$ cat src/rtl/rastreador_caminho_pkg.sv
// ----------------------------------------------------------------------------
// rastreador_caminho_pkg
//
// Purpose: definitions shared by every block that touches the predecessor
// memory. The path tracer reads this memory and the path search engine
// writes it. Keeping the word layout and the tracer state encoding here
// means both sides always agree on them.
//
// Predecessor word layout (DATA_WIDTH bits):
//   [PRED_LSB +: ADDR_WIDTH]   predecessor node index
//   [DATA_WIDTH-1]             valid flag (1 = a predecessor exists)
//
// Contents:
//   DEF_DATA_WIDTH / DEF_ADDR_WIDTH  default word and address widths
//   PRED_LSB                         LSB of the predecessor field
//   valid_bit_index()                index of the valid flag for a word width
//   pred_field_width()               width of the predecessor field
//   state_t                          tracer FSM state encoding
// ----------------------------------------------------------------------------
package rastreador_caminho_pkg;

    localparam int DEF_DATA_WIDTH = 32;
    localparam int DEF_ADDR_WIDTH = 10;
    localparam int PRED_LSB       = 0;

    function automatic int valid_bit_index(input int data_width);
        return data_width - 1;
    endfunction

    function automatic int pred_field_width(input int addr_width);
        return addr_width;
    endfunction

    typedef enum logic [2:0] {
        ST_IDLE = 3'd0,
        ST_EMIT = 3'd1,
        ST_READ = 3'd2,
        ST_WAIT = 3'd3,
        ST_DONE = 3'd4,
        ST_ERR  = 3'd5
    } state_t;

endpackage

$ cat src/rtl/rastreador_caminho.sv
// ----------------------------------------------------------------------------
// rastreador_caminho
//
// Purpose: walks the predecessor memory from a destination node back to a
// source node. It emits each visited node on a valid/ready stream, ordered
// from destination to source. The trace aborts with an error pulse in two
// cases: a node has no valid predecessor, or the walk reaches 2**ADDR_WIDTH
// hops (this means the memory contains a cycle).
//
// Ports:
//   clk, rst        clock; asynchronous active-high reset
//   start_i         trace request, accepted only while idle
//   src_addr_i      source node, latched on an accepted start
//   dst_addr_i      destination node, latched on an accepted start
//   read_en_o       read strobe to the predecessor RAM read port
//   read_addr_o     read address (current node)
//   data_i          RAM read data, valid one cycle after read_en_o
//   node_valid_o    node_o/last_o hold a path node
//   node_ready_i    consumer accepts the node
//   node_o          path node index
//   last_o          node_o is the source (final node)
//   busy_o          tracer is not idle
//   done_o          one-cycle pulse after the final node is accepted
//   error_o         one-cycle pulse when the trace aborts
// ----------------------------------------------------------------------------
module rastreador_caminho
    import rastreador_caminho_pkg::*;
#(
    parameter int DATA_WIDTH = DEF_DATA_WIDTH,
    parameter int ADDR_WIDTH = DEF_ADDR_WIDTH
) (
    input  logic                  clk,
    input  logic                  rst,
    input  logic                  start_i,
    input  logic [ADDR_WIDTH-1:0] src_addr_i,
    input  logic [ADDR_WIDTH-1:0] dst_addr_i,
    output logic                  read_en_o,
    output logic [ADDR_WIDTH-1:0] read_addr_o,
    input  logic [DATA_WIDTH-1:0] data_i,
    output logic                  node_valid_o,
    input  logic                  node_ready_i,
    output logic [ADDR_WIDTH-1:0] node_o,
    output logic                  last_o,
    output logic                  busy_o,
    output logic                  done_o,
    output logic                  error_o
);

    localparam int VALID_BIT = valid_bit_index(DATA_WIDTH);
    localparam int PRED_W    = pred_field_width(ADDR_WIDTH);

    // A trace that reaches 2**ADDR_WIDTH hops has visited more nodes than
    // exist, so the predecessor chain must contain a loop.
    localparam logic [ADDR_WIDTH:0] HOP_LIMIT = {1'b1, {ADDR_WIDTH{1'b0}}};
    localparam logic [ADDR_WIDTH:0] HOP_ONE   = {{ADDR_WIDTH{1'b0}}, 1'b1};

    state_t                state, state_nx;
    logic [ADDR_WIDTH-1:0] cur, cur_nx;
    logic [ADDR_WIDTH-1:0] src, src_nx;
    logic [ADDR_WIDTH:0]   hops, hops_nx;
    logic [ADDR_WIDTH:0]   hop_inc;
    logic                  at_src;

    // The bits between the predecessor field and the valid flag are
    // reserved in the word format and deliberately ignored.
    logic unused_data;
    assign unused_data = ^data_i[DATA_WIDTH-2:ADDR_WIDTH];

    assign hop_inc = hops + HOP_ONE;
    assign at_src  = (cur == src);

    // State and datapath registers
    always_ff @(posedge clk or posedge rst) begin
        if (rst) begin
            state <= ST_IDLE;
            cur   <= '0;
            src   <= '0;
            hops  <= '0;
        end else begin
            state <= state_nx;
            cur   <= cur_nx;
            src   <= src_nx;
            hops  <= hops_nx;
        end
    end

    // Next-state and datapath update
    always_comb begin
        state_nx = state;
        cur_nx   = cur;
        src_nx   = src;
        hops_nx  = hops;
        case (state)
            ST_IDLE: begin
                if (start_i) begin
                    src_nx   = src_addr_i;
                    cur_nx   = dst_addr_i;
                    hops_nx  = '0;
                    state_nx = ST_EMIT;
                end
            end
            ST_EMIT: begin
                if (node_ready_i) begin
                    state_nx = at_src ? ST_DONE : ST_READ;
                end
            end
            ST_READ: begin
                state_nx = ST_WAIT;
            end
            ST_WAIT: begin
                if (!data_i[VALID_BIT]) begin
                    state_nx = ST_ERR;
                end else if (hop_inc == HOP_LIMIT) begin
                    state_nx = ST_ERR;
                end else begin
                    cur_nx   = data_i[PRED_LSB +: PRED_W];
                    hops_nx  = hop_inc;
                    state_nx = ST_EMIT;
                end
            end
            ST_DONE: state_nx = ST_IDLE;
            ST_ERR:  state_nx = ST_IDLE;
            default: state_nx = ST_IDLE;
        endcase
    end

    // Outputs are decoded from the state alone. Reset therefore forces every
    // output to 0 at once. Node and address fields read as 0 whenever they
    // are not qualified.
    always_comb begin
        read_en_o    = 1'b0;
        read_addr_o  = '0;
        node_valid_o = 1'b0;
        node_o       = '0;
        last_o       = 1'b0;
        busy_o       = 1'b1;
        done_o       = 1'b0;
        error_o      = 1'b0;
        case (state)
            ST_IDLE: busy_o = 1'b0;
            ST_EMIT: begin
                node_valid_o = 1'b1;
                node_o       = cur;
                last_o       = at_src;
            end
            ST_READ: begin
                read_en_o   = 1'b1;
                read_addr_o = cur;
            end
            ST_DONE: done_o  = 1'b1;
            ST_ERR:  error_o = 1'b1;
            default: ;
        endcase
    end

endmodule

$ cat config.mk
export PLATFORM = sky130hd
export DESIGN_NAME = rastreador_caminho
export DESIGN_NICKNAME = d
export VERILOG_FILES = /design/src/rtl/rastreador_caminho_pkg.sv /design/src/rtl/rastreador_caminho.sv
export SDC_FILE = /design/constraint.sdc
export NUM_CORES = 1
export LEC_CHECK = 0
export BUFFER_PORTS_ARGS = -buffer_cell sky130_fd_sc_hd__buf_4
export CAP_MARGIN = 10
export CORE_UTILIZATION = 49
export CTS_CLUSTER_DIAMETER = 120
export CTS_CLUSTER_SIZE = 24
export DETAILED_ROUTE_END_ITERATION = 8
export PLACE_DENSITY = 0.8
export SETUP_SLACK_MARGIN = 0.5
export SLEW_MARGIN = 15
export SYNTH_ARGS = -nofsm -noshare
export SYNTH_HDL_FRONTEND = slang
export SYNTH_SLANG_ARGS = --single-unit
$ cat constraint.sdc
create_clock -name clk -period 2.2 [get_ports clk]
set_input_delay 0.44 -clock clk [delete_from_list [all_inputs] [get_ports clk]]
set_output_delay 0.44 -clock clk [all_outputs]
set_load 0.03 [all_outputs]
==> results.md <==
* Filler instances at 165
* Max VDD drop at 975 µV
* Site row count at 23
* Setup clock skew after layout at 15.0 ps
* Failing checks: setup timing
* Final-stage net count at 377
* DIE AREA at 4510 µm²
* Power per cell area at 1340 nW/µm²
* Die X-Extent at 67.2 µm
* CTS Buf Count at 5
* Max Slew Vio Count at 0
* Int Power at 2790 µW
* Yosys top cell area share at 0.409
* Sink Count at 34
* Total Power at 4850 µW
* Share of post-route cells with drive strength above 1 at 0.648
* Crit path cell chain: or4_4 -> a2111oi_4 -> o21ba_1 -> and3_4 -> buf_6 -> buf_6 -> o211ai_1 -> o31ai_1
* Post-Route Setup TNS at -223 ps
* Via count at 2,388
* Leading cell type in the layout, fill and taps excluded: buf_4
* Synth area leader: dfrtp_1
* WL final at 9.26 mm
* Synthesized net count at 262
* Critical Path Most Common Cell: buf_6
* First-pass GRT wire length at 11.9 mm
* Critical Path Sink Type: flop
* Grt ovf at 0
* Initial DRC count at 249
* Area Overhead vs Synth at 73.6%
* Crit Reg-Reg Startpoint: hops[5]
* Worst Setup Path Type: reg -> reg
* Setup Viol. Count Final at 13
* Critical Path AT at 2430 ps
* Slowest cell on crit path: or4_4
* Critical Path End: hops[7]
* Core ar. at 4030 µm²
* Antenna Violating Nets Remaining at 0
* Min Tclk post-route at 2250 ps
* Starting density of the core at 0.517
* Post-CTS Hold Buffers at 0
* DRC violations left at 0
* TritonRoute pass-1 iters at 6
* Final period utilization at 1.02
* Largest net degree at the start of global routing at 35
* Async set or reset register ratio after synthesis at 1.00
* N_diodes at 0
* Status: complete, but fails checks
* Max-Cap Viols at 0
* Fmax at 444 MHz
* Placer Congestion at 0.854
* Seq/Total Area, Yosys at 0.409
* Util after Layout at 0.897
* H-tree Lvls at 2
* Mapped Area at 2080 µm²
* Ports at 82
* Final Hold Fails at 0
* EDFF count, synth at 0
* Clk_lat worst skew at 300 ps
* Slew Limit Headroom at 0.690
* Tot GR Track Use at 0.375
* Share of total power in the clock network at 0.117
* YS warnings at 0
* Synthesized area per cell at 10.2 µm²
* Crit path launch type: flop
* R2R Path End: hops[7]
* Initial antenna violation count at 0
* Die Ht at 67.2 µm
* Post-synth cell types at 47
* Max Buffers Root-to-Sink at 2
* Comb pwr share at 0.652
* Switching share of total power at 0.425
* CTS tree: built
* Setup crit start: hops[5]
* Worst min path class: in -> async
* Vias per cell at 6.44
* Worst slew pin tran at 464 ps
* Switching Power at 2060 µW
* Leakage at 0.00165 µW
* RSZ-0062 raised after global routing: true
* Reg power frac at 0.231
* Final HPWL from detailed placement at 3.63 mm
* Reg2Reg Setup Slack at -50 ps
* Vias in the first global route at 2,257
* Final worst slack at -51.4 ps
* Root Buffer: clkbuf_8
* Register bit total from synthesis at 34
* Commonest cells after routing, fill and taps aside: buf_4, buf_6, dfrtp_1
* Reg2Reg Depth at 8
* Peak fanout along the critical path at 5
* Port Buf Inserts at 60
* DR WL/cell at 24.9 µm
* Cells after synthesis at 205
* CP peak stage delay at 530 ps
* Clock transition at path regs at 80 ps
* Worst EP required at 2380 ps
* Post-synth top flop: dfrtp_1
* Synth top area cells: dfrtp_1, and2_1, a2bb2oi_2
worst min path at each step:
stage,from,endpoint,cells after the start
after floorplan,hops[10],hops[10],2
after global placement,hops[10],hops[10],2
after detailed placement,src[9],src[9],1
after CTS,rst,src[2],3
after global routing,rst,src[2],3
final,rst,src[2],3
cell usage after synthesis (2+ instances only):
library cell	n
o21ai_0	14
o21a_1	2
nand3_1	9
a21oi_1	4
o31ai_1	3
clkbuf_1	7
nand4_1	3
buf_6	2
nor4_1	2
nand2_1	9
xor2_1	2
a2bb2oi_2	9
and3_1	4
nor3_1	6
or3_1	11
o211ai_1	4
nor2_1	3
nor3b_1	4
xnor2_1	10
dfrtp_1	34
inv_1	6
a211o_1	2
and2_1	22
mux2_2	10
routing by layer:
metal  track usage  vias to the layer above  part of all wire
li1              -                      972                 -
met1         0.419                     1156              0.35
met2         0.651                      185              0.49
met3        0.0963                       75             0.086
met4         0.191                        0             0.071
met5             0                        -                 0
repair_timing:
item,4_1_cts,5_1_grt
gates resized for setup,77,29
cloned,4,0
pin swaps,26,19
endpoints found under the setup margin,47,56
buffers inserted,37,8
area by class of cell:
cell class                 instances  area (µm²)  share of cell area
timing repair buffer             120        1170               0.323
clock buffer                       8         110              0.0305
multi-input combinational        153        1390               0.385
sequential                        34         857               0.237
tap                               50        62.6              0.0173
inverter                           6        25.0             0.00693
metrics by stage:
| stage | worst slack (ps) | hold WS [ps] | cells | area (µm²) |
|---|---|---|---|---|
| 3_5_place_dp | 38.8 | 515 | 314 | 2710 |
| 6_report | -51.4 | 243 | 371 | 3610 |
| 4_1_cts | 142 | 249 | 363 | 3460 |
| 3_3_place_gp | 119 | 501 | 314 | 2710 |
| 5_1_grt | -97.8 | 290 | 371 | 3610 |
| 2_1_floorplan | 256 | 477 | 205 | 2180 |
critical path, delay by kind of cell (launching register included):
| family | cells | cell delay, ps |
|---|---|---|
| AO/OA/AOI/OAI | 4 | 700 |
| AND/OR/NAND/NOR | 2 | 760 |
| flip-flops | 1 | 450 |
| buffers and inverters | 2 | 220 |
power groups by stage:
stage	combinational (µW)	clock [µW]	sequential, µW
CTS	2860	556	1080
finish	3160	569	1120
global route	3280	595	1130
floorplan	1470	0	1050
detailed placement	1990	0	1110
global placement	1960	0	1100
cells by family (layout without fill, tap and decap cells):
kind of cell    count (synthesis)  after routing  share of synthesized area
buf+inv                        18            134                     0.0421
fa+ha+maj                       1              1                    0.00601
simple gates                   81             81                      0.232
flops                          34             34                      0.409
xor+xnor                       12             12                     0.0505
compound gates                 49             49                      0.207
mux                            10             10                     0.0541
state kept, by name, indices dropped and copies added, names as in the netlist:
register and flops:
state 3, src 10, cur 10, hops 11
No activity file was read; power rests on OpenSTA's default activity.
